File: config.mk
export PLATFORM = sky130hd
export DESIGN_NAME = mvm_sequencer
export DESIGN_NICKNAME = d
export VERILOG_FILES = /design/src/rtl/mvm_pkg.sv /design/src/rtl/mvm_sequencer.sv
export SDC_FILE = /design/constraint.sdc
export NUM_CORES = 1
export LEC_CHECK = 0
export ABC_AREA = 1
export BUFFER_PORTS_ARGS = -buffer_cell sky130_fd_sc_hd__buf_4
export CELL_PAD_IN_SITES_DETAIL_PLACEMENT = 0
export CELL_PAD_IN_SITES_GLOBAL_PLACEMENT = 1
export CORE_UTILIZATION = 34
export CTS_CLUSTER_DIAMETER = 200
export DETAILED_ROUTE_END_ITERATION = 8
export PLACE_DENSITY = 0.9
export SLEW_MARGIN = 20
export SYNTH_ARGS = -nofsm -noshare
export SYNTH_HDL_FRONTEND = slang
export SYNTH_SLANG_ARGS = --single-unit
File: constraint.sdc
create_clock -name clk -period 3.3 [get_ports clk]
set_input_delay 0.495 -clock clk [delete_from_list [all_inputs] [get_ports clk]]
set_output_delay 0.495 -clock clk [all_outputs]
set_load 0.01 [all_outputs]
File: src/rtl/mvm_pkg.sv
// Shared encodings for the matrix-vector multiply sequencer.
package mvm_pkg;

   localparam int LANE_W      = 8;
   localparam int MAC_LAT_DEF = 2;

   typedef enum logic [2:0] {
      ST_IDLE   = 3'd0,
      ST_CLEAR  = 3'd1,
      ST_STREAM = 3'd2,
      ST_DRAIN  = 3'd3,
      ST_RESULT = 3'd4
   } state_e;

endpackage

File: src/rtl/mvm_sequencer.sv
// Streams W columns and x scalars into one vsmac, drains the MAC
// pipeline and hands the accumulated column sum to the layer controller.
module mvm_sequencer
   import mvm_pkg::*;
#(
   parameter int SIZE    = 3,
   parameter int DEPTH   = 16,
   parameter int ADDR_W  = 4,
   parameter int MAC_LAT = MAC_LAT_DEF
) (
   input  logic                     clk,
   input  logic                     reset_n,
   input  logic                     start,
   input  logic [ADDR_W:0]          len,
   output logic                     busy,
   output logic                     err,
   output logic                     col_rd_en,
   output logic [ADDR_W-1:0]        col_addr,
   input  logic [LANE_W*SIZE-1:0]   col_data,
   input  logic [LANE_W-1:0]        x_data,
   output logic                     mac_reset,
   output logic                     mac_enable,
   output logic [LANE_W*SIZE-1:0]   mac_a,
   output logic [LANE_W-1:0]        mac_b,
   input  logic [LANE_W*SIZE-1:0]   mac_out,
   output logic [LANE_W*SIZE-1:0]   result,
   output logic                     result_valid,
   input  logic                     result_ready,
   output logic                     done
);

   localparam int LW = ADDR_W + 1;
   localparam int DW = (MAC_LAT > 1) ? $clog2(MAC_LAT) : 1;
   localparam logic [LW-1:0] DEPTH_L = LW'(DEPTH);
   localparam logic [DW-1:0] DLAST   = DW'(MAC_LAT - 1);

   state_e                   state_q, state_d;
   logic [LW-1:0]            len_q, len_d;
   logic [LW-1:0]            k_q, k_d;
   logic [ADDR_W-1:0]        addr_q, addr_d;
   logic [DW-1:0]            dcnt_q, dcnt_d;
   logic [LANE_W*SIZE-1:0]   res_q, res_d;
   logic                     rv_q, rv_d;
   logic                     clr;
   logic                     len_ok;
   logic [LW-1:0]            k_nxt;
   logic [LW-1:0]            a_nxt;

   // Counters carry one extra bit so len == DEPTH never wraps.
   assign k_nxt  = k_q + LW'(1);
   assign a_nxt  = {1'b0, addr_q} + LW'(1);
   assign len_ok = (len != '0) && (len <= DEPTH_L);

   assign busy         = (state_q != ST_IDLE);
   assign col_addr     = addr_q;
   assign result       = res_q;
   assign result_valid = rv_q;
   assign mac_reset    = ~reset_n | clr;

   always_comb begin
      state_d    = state_q;
      len_d      = len_q;
      k_d        = k_q;
      addr_d     = addr_q;
      dcnt_d     = dcnt_q;
      res_d      = res_q;
      rv_d       = rv_q;
      clr        = 1'b0;
      err        = 1'b0;
      done       = 1'b0;
      col_rd_en  = 1'b0;
      mac_enable = 1'b0;
      mac_a      = '0;
      mac_b      = '0;
      unique case (state_q)
         ST_IDLE: begin
            if (start && len_ok) begin
               len_d   = len;
               k_d     = '0;
               addr_d  = '0;
               dcnt_d  = '0;
               state_d = ST_CLEAR;
            end else if (start) begin
               err = 1'b1;
            end
         end
         ST_CLEAR: begin
            clr       = 1'b1;
            col_rd_en = 1'b1;
            if (a_nxt < len_q) addr_d = addr_q + ADDR_W'(1);
            state_d   = ST_STREAM;
         end
         ST_STREAM: begin
            mac_enable = 1'b1;
            mac_a      = col_data;
            mac_b      = x_data;
            col_rd_en  = (k_nxt < len_q);
            if (col_rd_en && (a_nxt < len_q))
               addr_d = addr_q + ADDR_W'(1);
            if (k_nxt == len_q) begin
               dcnt_d  = '0;
               state_d = ST_DRAIN;
            end else begin
               k_d = k_nxt;
            end
         end
         ST_DRAIN: begin
            mac_enable = 1'b1;
            if (dcnt_q == DLAST) begin
               res_d   = mac_out;
               rv_d    = 1'b1;
               state_d = ST_RESULT;
            end else begin
               dcnt_d = dcnt_q + DW'(1);
            end
         end
         ST_RESULT: begin
            if (result_ready) begin
               done    = 1'b1;
               rv_d    = 1'b0;
               state_d = ST_IDLE;
            end
         end
         default: state_d = ST_IDLE;
      endcase
   end

   always_ff @(posedge clk or negedge reset_n) begin
      if (!reset_n) begin
         state_q <= ST_IDLE;
         len_q   <= '0;
         k_q     <= '0;
         addr_q  <= '0;
         dcnt_q  <= '0;
         res_q   <= '0;
         rv_q    <= 1'b0;
      end else begin
         state_q <= state_d;
         len_q   <= len_d;
         k_q     <= k_d;
         addr_q  <= addr_d;
         dcnt_q  <= dcnt_d;
         res_q   <= res_d;
         rv_q    <= rv_d;
      end
   end

endmodule

==> results.py <==
metrics = {
    "clock_network": {
        "clk_path_buf_depth": 2,
        "h-tree-depth": 2,
        "clock_sinks": 43,
        "clock_latency_ns": 0.29,
        "root_buffer": "clkbuf_8",
        "cts_tree": "done",
        "postCtsSetupBuffers": 0,
        "holdBufCountCts": 0,
        "clk_pin_slew_ns": 0.08,
        "numCtsBuffers": 5,
        "post_cts_resize_count": 0,
    },
    "logic_synthesis": {
        "synth_area_per_cell_um2": 8.487,
        "yosysSeqAreaShare_pct": 42.98,
        "synth_nets": 371,
        "yosys_register_bits": 43,
        "async_reset_ff_share_pct": 100.0,
        "syn_area_mm2": 0.002504,
        "ys.flop_type": "dfrtp_1",
        "synth_cell_type_count": 27,
        "synth_warnings": 0,
        "synth_edf_count": 0,
        "synthCells": 295,
    },
    "placed_design": {
        "port_buffers": 131,
        "routabilityCongestion": 0.7968,
        "hpwl_um": 4491,
        "place_inst": 517,
    },
    "global_routing": {
        "antenna_found_initial": 0,
        "grt_usage_pct": 14.32,
        "grt_max_degree": 45,
        "grt_pass1_wl_um": 8818,
        "first_global_vias": 2119,
        "overflow": 0,
    },
    "final_layout": {
        "fillers": 651,
        "area_delta_synth_final_pct": 46.13,
        "n_antenna_cell": 0,
        "post-route-util_pct": 52.68,
        "nets": 504,
        "final_layout_size_suffix_gt1_share_pct": 40.79,
        "finalNonFillerCells": 525,
    },
    "floorplan": {
        "dieArea_mm2": 0.007711,
        "core_mm2": 0.006944,
        "io_pins": 132,
        "fp.dieH_um": 87.81,
        "rows": 30,
        "die_x_um": 87.81,
        "floorplan.initialDensity_pct": 36.05,
    },
    "worst_setup_path": {
        "critPathRequiredTime_ns": 2.80,
        "worstPathArrival_ns": 2.07,
        "slowest_stage": "dfrtp_1",
        "cpPeakStageDelay_ns": 0.42,
        "worstPathCellList": "ha_1 -> nand3_1 -> xnor2_1 -> ha_1 -> nand2_1 -> nor2_1 -> nand2_1 -> nand3_1 -> nand2_1 -> buf_4",
        "crit_fanout": 5,
        "path_buf_inv": 1,
        "startpoint_type": "register",
        "timing.critical_path.to_type": "output port",
        "cpMostUsedCell": "nand2_1",
        "crit_type": "reg -> out",
        "crit_family": "simple AND/OR/NAND/NOR gates",
    },
    "pwr": {
        "leakagePower_nw": 2.183,
        "ir_worst_vdd_v": 0.0002306,
        "power_density_mw_per_mm2": 752.3,
        "power_mw": 2.752,
    },
    "routing": {
        "routed_wirelength_um": 5632,
        "wl_per_cell_um": 10.73,
        "drc": 0,
        "dr_total_vias": 2289,
        "dr.pass1.iters": 4,
        "drt_iter0_markers": 48,
        "antenna_left": 0,
        "via_per_inst": 4.360,
    },
    "sta": {
        "final_hold_viol_count": 0,
        "slew_violations": 0,
        "rsz0062_at_grt": "no",
        "period_needed_ns": 2.565,
        "max_freq_mhz": 389.9,
        "clock_skew_ns": 0.007077,
        "tightest_slew_ns": 0.5421,
        "setup_tns_ns": 0,
        "setup_violations": 0,
        "timing.hold.ws_ns": 0.1901,
        "timing.final.crit_share_pct": 77.72,
        "timing.slew.headroom_pct": 63.86,
    },
    "run_status": {
        "status": "finished clean",
    },
    "job": {
        "max_cap_violations": 0,
    },
    "worst_hold_path": {
        "hold_path.class": "in -> async",
    },
}
[layout make-up]
class	count	area, um2	area share, %
multi-input combinational	186	1161	31.74
sequential	43	1076	29.41
timing repair buffer	132	991.0	27.09
inverter	60	225.2	6.156
tap	96	120.1	3.283
clock buffer	6	72.57	1.984
clock inverter	2	12.51	0.3420
[metal layers]
| layer | vias up | share of wire, % | track usage [%] |
|---|---|---|---|
| met2 | 84 | 51 | 26.29 |
| met3 | 6 | 5.8 | 2.356 |
| li1 | 1162 | - | - |
| met4 | 0 | 1.5 | 4.918 |
| met1 | 1037 | 42 | 16.80 |
| met5 | - | 0 | 0 |
[final timing paths]
| path | from | endpoint | slack [ns] | depth (start not counted) |
|---|---|---|---|---|
| worst max-delay path | k_q[0] | col_rd_en | 0.74 | 10 |
| worst min-delay path | reset_n | result[19] | 0.19 | 1 |
| worst max register to register | k_q[0] | col_addr[2] | 1.23 | 12 |
| worst min register to register | len_q[4] | len_q[4] | 0.50 | 2 |
| max in group asynchronous | reset_n | k_q[3] | 2.74 | 1 |
| min in group clk | mac_out[5] | result[5] | 0.43 | 2 |
[placed cells by master, fill, tap and decap left out]
cell type and instances:
dfrtp_1 43, nor2_1 50, buf_4 132, nand3b_4 1, or2_1 1, nor2_2 1, mux2_2 6, nor3_1 1
or2_2 1, clkinv_2 1, o21ai_2 1, nand3_1 13, nand4_2 1, xor2_1 2, mux2_4 18, nand2_2 3
clkbuf_8 5, nor4_1 1, o21ai_0 10, nand2_1 56, nor2_4 1, clkbuf_1 1, clkinvlp_4 1, a21oi_1 5
xnor2_1 2, ha_1 11, nand2_4 1, inv_2 2, inv_1 58
[power by group]
part	switching (mW)	leakage, nW	internal, mW
Clock	0.173	0.0412	0.148
Sequential	0.142	0.522	0.752
Combinational	0.756	1.62	0.781
[synthesized netlist by cell type (3+ instances only)]
cell / n / area (um2)
mux2_2: 6 / 67.56
nor2_1: 50 / 187.7
nand2_1: 56 / 210.2
mux2_4: 18 / 270.3
clkbuf_1: 3 / 11.26
dfrtp_1: 43 / 1076
a21oi_1: 5 / 25.02
o21ai_0: 10 / 50.05
nand2_2: 3 / 18.77
nand3_1: 13 / 65.06
ha_1: 11 / 137.6
inv_1: 58 / 217.7
[worst register-to-register path, delay by kind of cell (launching register included)]
| family | cells | cell delay [ns] |
|---|---|---|
| adders and majority gates | 2 | 0.49 |
| AOI/OAI and AO/OA | 1 | 0.23 |
| xor gates and xnor gates | 1 | 0.20 |
| and+or+nand+nor | 8 | 0.64 |
| DFF | 1 | 0.42 |
[stage by stage]
stage	worst slack [ns]	instance area, um2
floorplan	1.294	2504
global route	0.6041	3659
finish	0.7352	3659
detailed placement	1.036	3573
CTS	0.7115	3659
global placement	1.089	3573
[flip-flops by register name (all words and copies together), names as in the netlist]
signal / flops
k_q: 5
len_q: 5
dcnt_q: 1
col_addr: 4
result_valid: 1
state_q: 3
result: 24
[logic make-up after synthesis]
logic type / after synthesis / share of synthesized area (%)
muxes: 24 / 13.49
and+or+nand+nor: 131 / 22.64
DFF: 43 / 42.98
buffers and inverters: 66 / 10.64
adders and majority gates: 11 / 5.497
AOI/OAI and AO/OA: 16 / 3.348
xor gates and xnor gates: 4 / 1.400
Note: power is estimated with default switching activity, not from simulation.
